`src/rtl/regfile_wb_arbiter.sv`:
```
// Write-back controller for the 32x32 register file: round-robin arbitration of
// the ALU (A) and load unit (B) onto the single write port, plus a pending scoreboard.
module regfile_wb_arbiter #(
    parameter int DW = 32,
    parameter int AW = 5
) (
    input  logic              clk,
    input  logic              reset,
    input  logic              a_valid,
    input  logic [AW-1:0]     a_reg,
    input  logic [DW-1:0]     a_data,
    output logic              a_ready,
    input  logic              b_valid,
    input  logic [AW-1:0]     b_reg,
    input  logic [DW-1:0]     b_data,
    output logic              b_ready,
    input  logic              iss_valid,
    input  logic [AW-1:0]     iss_rs1,
    input  logic [AW-1:0]     iss_rs2,
    input  logic [AW-1:0]     iss_rd,
    input  logic              iss_wr,
    output logic              iss_accept,
    output logic [2**AW-1:0]  busy,
    output logic              RegWrite,
    output logic [AW-1:0]     WriteReg,
    output logic [DW-1:0]     WriteData
);

    localparam int NR = 2**AW;

    logic          grantA;
    logic          grantB;
    logic          xfer;
    logic [AW-1:0] grantReg;
    logic [DW-1:0] grantData;
    logic          hazard;

    logic          prio_q, prio_d;
    logic          regWrite_q, regWrite_d;
    logic [AW-1:0] writeReg_q, writeReg_d;
    logic [DW-1:0] writeData_q, writeData_d;
    logic [NR-1:0] busy_q, busy_d;

    // prio_q=1 means B wins the next contended cycle
    always_comb begin
        grantA    = a_valid & (~b_valid | ~prio_q);
        grantB    = b_valid & (~a_valid |  prio_q);
        xfer      = grantA | grantB;
        grantReg  = grantA ? a_reg  : b_reg;
        grantData = grantA ? a_data : b_data;
    end

    always_comb begin
        prio_d      = prio_q;
        regWrite_d  = 1'b0;
        writeReg_d  = writeReg_q;
        writeData_d = writeData_q;
        if (xfer) begin
            prio_d      = grantA;
            regWrite_d  = (grantReg != '0);
            writeReg_d  = grantReg;
            writeData_d = grantData;
        end
    end

    // Clear is applied before set so that a same-register collision leaves it pending
    always_comb begin
        hazard     = busy_q[iss_rs1] | busy_q[iss_rs2] | (iss_wr & busy_q[iss_rd]);
        iss_accept = iss_valid & ~hazard;
        busy_d     = busy_q;
        if (xfer) begin
            busy_d[grantReg] = 1'b0;
        end
        if (iss_accept && iss_wr && (iss_rd != '0)) begin
            busy_d[iss_rd] = 1'b1;
        end
        busy_d[0] = 1'b0;
    end

    always_ff @(posedge clk or posedge reset) begin
        if (reset) begin
            prio_q      <= 1'b0;
            regWrite_q  <= 1'b0;
            writeReg_q  <= '0;
            writeData_q <= '0;
            busy_q      <= '0;
        end else begin
            prio_q      <= prio_d;
            regWrite_q  <= regWrite_d;
            writeReg_q  <= writeReg_d;
            writeData_q <= writeData_d;
            busy_q      <= busy_d;
        end
    end

    assign a_ready   = grantA;
    assign b_ready   = grantB;
    assign busy      = busy_q;
    assign RegWrite  = regWrite_q;
    assign WriteReg  = writeReg_q;
    assign WriteData = writeData_q;

endmodule

```
`config.mk`:
```
export PLATFORM = sky130hd
export DESIGN_NAME = regfile_wb_arbiter
export DESIGN_NICKNAME = d
export VERILOG_FILES = /design/src/rtl/regfile_wb_arbiter.sv
export SDC_FILE = /design/constraint.sdc
export NUM_CORES = 1
export LEC_CHECK = 0
export CORE_MARGIN = 2
export CORE_UTILIZATION = 49
export CTS_BUF_LIST = sky130_fd_sc_hd__clkbuf_16
export CTS_CLUSTER_DIAMETER = 200
export DETAILED_ROUTE_END_ITERATION = 16
export HOLD_SLACK_MARGIN = 0.12
export PLACE_DENSITY = 0.92
export SYNTH_ARGS = -nofsm -noshare
export SYNTH_HDL_FRONTEND = slang
export SYNTH_SLANG_ARGS = --single-unit
```
`constraint.sdc`:
```
create_clock -name clk -period 5.2 [get_ports clk]
set_input_delay 1.04 -clock clk [delete_from_list [all_inputs] [get_ports clk]]
set_output_delay 1.04 -clock clk [all_outputs]
set_load 0.005 [all_outputs]
```
## Yosys cells after proc, flatten, opt, wreduce, memory -nomap -nowiden

Cells that the tools add are included.

- $lt $le $gt $ge: 6
- Muxes and demuxes: 15
- Reductions and logical operators: 6
- Bitwise operators: 16

Operator list:

| operator | count |
|---|---|
| 32-bit two-way mux | 3 |
| 32-bit bitwise AND | 1 |
| 32-bit inverter | 1 |
| 32-bit bitwise OR | 1 |
| 5-bit by 6-bit < comparator with 1-bit output, second input constant | 4 |
| 1-bit binary-select mux with 5-bit select | 3 |
| 1-bit demux with 5-bit select | 2 |
| 5-bit by 1-bit greater-or-equal comparator with 1-bit output, second input constant | 2 |
| 5-bit nonzero test | 2 |
| 1-bit two-way mux | 6 |
| 5-bit two-way mux | 1 |
| 1-bit bitwise OR | 5 |
| 1-bit bitwise AND | 4 |
| 1-bit logical AND | 4 |
| 1-bit inverter | 4 |

- Input bits: 95
- Flip-flop bits (word level): 70
- Output and inout port bits: 73
- Word-level logic and storage cells: 48

## Depth between registers and ports, before layout

- Depth after elaboration: 13
- Gate-level depth with buffers: 9
- Mapped depth without buffers: 7

## Least setup slack after synthesis

No wires, ideal clock.

- Path kind: input -> output
- Start: input iss_rs2[0]
- End: output iss_accept
- Required time: 4.160 ns
- Stages: 5
- Slack: 1.855 ns
- Buffers on the path: 1
- Data arrival time: 2.305 ns
- Cell sequence: buf_6 mux4_2 mux2_2 a31oi_4 o2111a_1

- Cells in the longest elaborated chain, start to end: 6

Ends and longest elaborated chain:

| what | RTL line | RTL |
|---|---|---|
| start, declared | 19 | `input logic [AW-1:0] iss_rs2,` |
| 1-bit binary-select mux with 5-bit select | 68 | `hazard = busy_q[iss_rs1] \| busy_q[iss_rs2] \| (iss_wr & busy_q[iss_rd]);` |
| 1-bit two-way mux (implied by the code) | 68 |  |
| 1-bit bitwise OR (2 in a row) | 68 |  |
| 1-bit inverter | 69 | `iss_accept = iss_valid & ~hazard;` |
| 1-bit bitwise AND | 69 |  |
| end, declared | 22 | `output logic iss_accept,` |

No other way between the ends. The select of a mux whose other input is x is not followed.

## Worst setup path after layout

- Start: input iss_rs2[2]
- End: output iss_accept

Same word-level chain as after synthesis.

==> out/qor.yml <==
maxCapViolCount: 0
ctsResizeCount: 0
syn_inst: 511
multi_input_area_sq_um: 2539
ant_nets: 0
synth.net_count: 606
viasPerCell: 6.037
clock.fmax_ghz: 0.2051
grt.busiest_layer: "met2"
grt_overflow: 0
floorplan.initialDensity_pct: 49.89
max_slew_margin_pct: 26.40
dr.pass1.iters: 5
post_cts_buffers: 0
synthFlopType: "dfrtp_1"
drt_iter0_drc: 344
final_cell_area_sq_um: 6515
yosys.area.top_type_share_pct: 38.55
finalClockSkew_ps: 4.149
synth.most_common_cell: "nand2_1"
powerDensity_nw_per_um2: 296.1
irDropWorstVdd_mv: 0.2592
finalSetupViolCount: 0
fp.dieW_um: 100.3
clockBufferDepth: 2
crit_fanout: 13
fin_nets: 757
finalHoldViolations: 0
gr-usage-met2_pct: 51.94
drc_errors: 0
antenna_found_initial: 0
path_common_cell: "clkdlybuf4s50_1"
total_power_mw: 1.929
ios: 168
coreArea_sq_um: 9109
start_kind: "primary input"
hpwlAfterDp_mm: 11.00
slew_violations: 0
crit_buf_inv: 2
yosys_warnings: 0
worstSetupPathType: "in2out"
synth_area_leaders: "dfrtp_1 (39%), a21oi_1 (7.8%), o21ai_0 (7.4%), nand2_1 (6.5%), mux4_2 (5.9%)"
p_leak_nw: 2.557
ff_latch_area_sq_um: 1752
async_reset_ff_share_pct: 100.0
grt_pass1_wl_mm: 23.72
cts.reportedPaths.clkPinSlew_ps: 60
fp.dieArea_sq_um: 10060
cp_slowest_stage_delay_ps: 850
met3_usage_pct: 7.312
cts_tree: "done"
synth.distinct_cells: 51
fin_crit_sh_pct: 93.74
rsz0062_at_grt: "no"
tightest_slew_ps: 1102
final_layout_size_suffix_gt1_share_pct: 13.04
cts_root_buf: "clkbuf_16"
h-tree-depth: 3
num_rows: 35
syn-cell-area_sq_um: 4544
seq_area_frac_synth_pct: 38.55
grt_max_degree: 42
num-fill-cells: 678
die_y_um: 100.3
clkSinkCount: 70
grt.met1_usage_pct: 36.64
grt.total_usage_pct: 30.16
crit_slowest_cell: "clkdlybuf4s50_1"
ys_ff_latch: 70
ctsHoldBuffers: 0
status: "completed"
hp-class: "reg2reg"
tns_ps: 0
syn_avg_cell_area_sq_um: 8.893
syn_to_final_growth_pct: 43.36
synth_top_area_cell: "dfrtp_1"
diodes: 0
cp_top_family: "buffers and inverters"
place_congestion: 0.9404
crit_path_cell_trace: "clkdlybuf4s50_1 -> mux2_2 -> a221oi_1 -> a2111oi_1 -> a211oi_1 -> o2111a_1 -> clkdlybuf4s50_1"
vias: 4697
routed_wl_mm: 14.99
grt_pass1_vias: 4752
worstPathRequired_ps: 4160
numCtsBuffers: 9
synthTopCellsByCount: "nand2_1 (79), a21oi_1 (71), dfrtp_1 (70)"
clk_latency_ps: 320
routedWlPerCell_um: 19.27
finalCriticalPeriod_ps: 4875
synth-edff-count: 0
hold_ws_ps: 551.8
arrival_ps: 3830
io_buffer_count: 166
dpl.cell_count: 762
fin_cells: 778
place_area_sq_um: 6202
end_kind: "primary output"
cell usage in the layout (no fill, tap or decap), types with 4 or more instances in the layout:
cell,Yosys,final
nand2_1,79,79
a21oi_1,71,71
o21ai_0,67,67
mux4_2,12,12
a2111oi_0,5,5
nand3_1,4,4
nor3_1,4,4
nor2b_1,7,7
dfrtp_1,70,70
inv_1,9,8
buf_4,3,10
clkdlybuf4s50_1,0,165
nand2b_1,38,38
mux2_2,11,11
nor2_1,12,12
clkbuf_16,0,9
o21ai_2,30,30
mux2i_1,13,13
logic make-up after synthesis:
logic type | after synthesis | synth area share, %
mux | 36 | 11.54
flops | 70 | 38.55
buf+inv | 47 | 5.589
compound gates | 197 | 26.82
other cells | 1 | 0.08252
simple gates | 160 | 17.43
tightest hold or removal path: cells and delay by family, from the launching register on:
| family | cells | cell delay (ps) |
|---|---|---|
| DFF | 1 | 360 |
| and+or+nand+nor | 1 | 50 |
| AOI/OAI and AO/OA | 1 | 100 |
report_power, final:
| group | internal [mW] | total [mW] | switching (mW) |
|---|---|---|---|
| Combinational | 0.319 | 0.559 | 0.240 |
| Clock | 0.417 | 0.650 | 0.232 |
| Sequential | 0.621 | 0.721 | 0.0992 |
| Total | 1.36 | 1.93 | 0.571 |
state kept, by name (all words and copies together), names as in the netlist:
name,cells
WriteData,32
WriteReg,5
RegWrite,1
busy,31
prio_q,1
routing by layer:
metal | vias up | part of all wire, %
li1 | 2130 | -
met1 | 2227 | 37
met2 | 294 | 50
met3 | 46 | 9.9
met4 | 0 | 2.6
met5 | - | 0
through the flow:
step / worst slack, ps / utilization [%]
2_1_floorplan: 1855 / -
3_3_place_gp: 489.6 / 68.09
3_5_place_dp: 362.9 / 68.09
4_1_cts: 340.9 / 71.52
5_1_grt: 208.3 / 71.52
6_report: 325.4 / 71.52
final timing paths:
kind,from,endpoint,slack [ps],cells past startpoint
hold reg to reg,WriteReg[4],WriteReg[4],550,2
setup reg to reg,busy[5],busy[22],2280,7
hold / removal,WriteReg[4],WriteReg[4],550,2
min in group asynchronous,reset,WriteData[13],1110,2
max in group asynchronous,reset,busy[10],3130,3
setup / recovery,iss_rs2[2],iss_accept,330,7
area by class of cell:
class                   instances  share of cell area (%)
inverters                      11                  0.6338
well taps                     111                   2.132
repair buffers                176                   26.58
flip-flops and latches         70                   26.89
clock inverters                 7                   1.344
multi-input cells             394                   38.97
clock buffers                   9                   3.457
No activity file was read; power rests on OpenSTA's default activity.
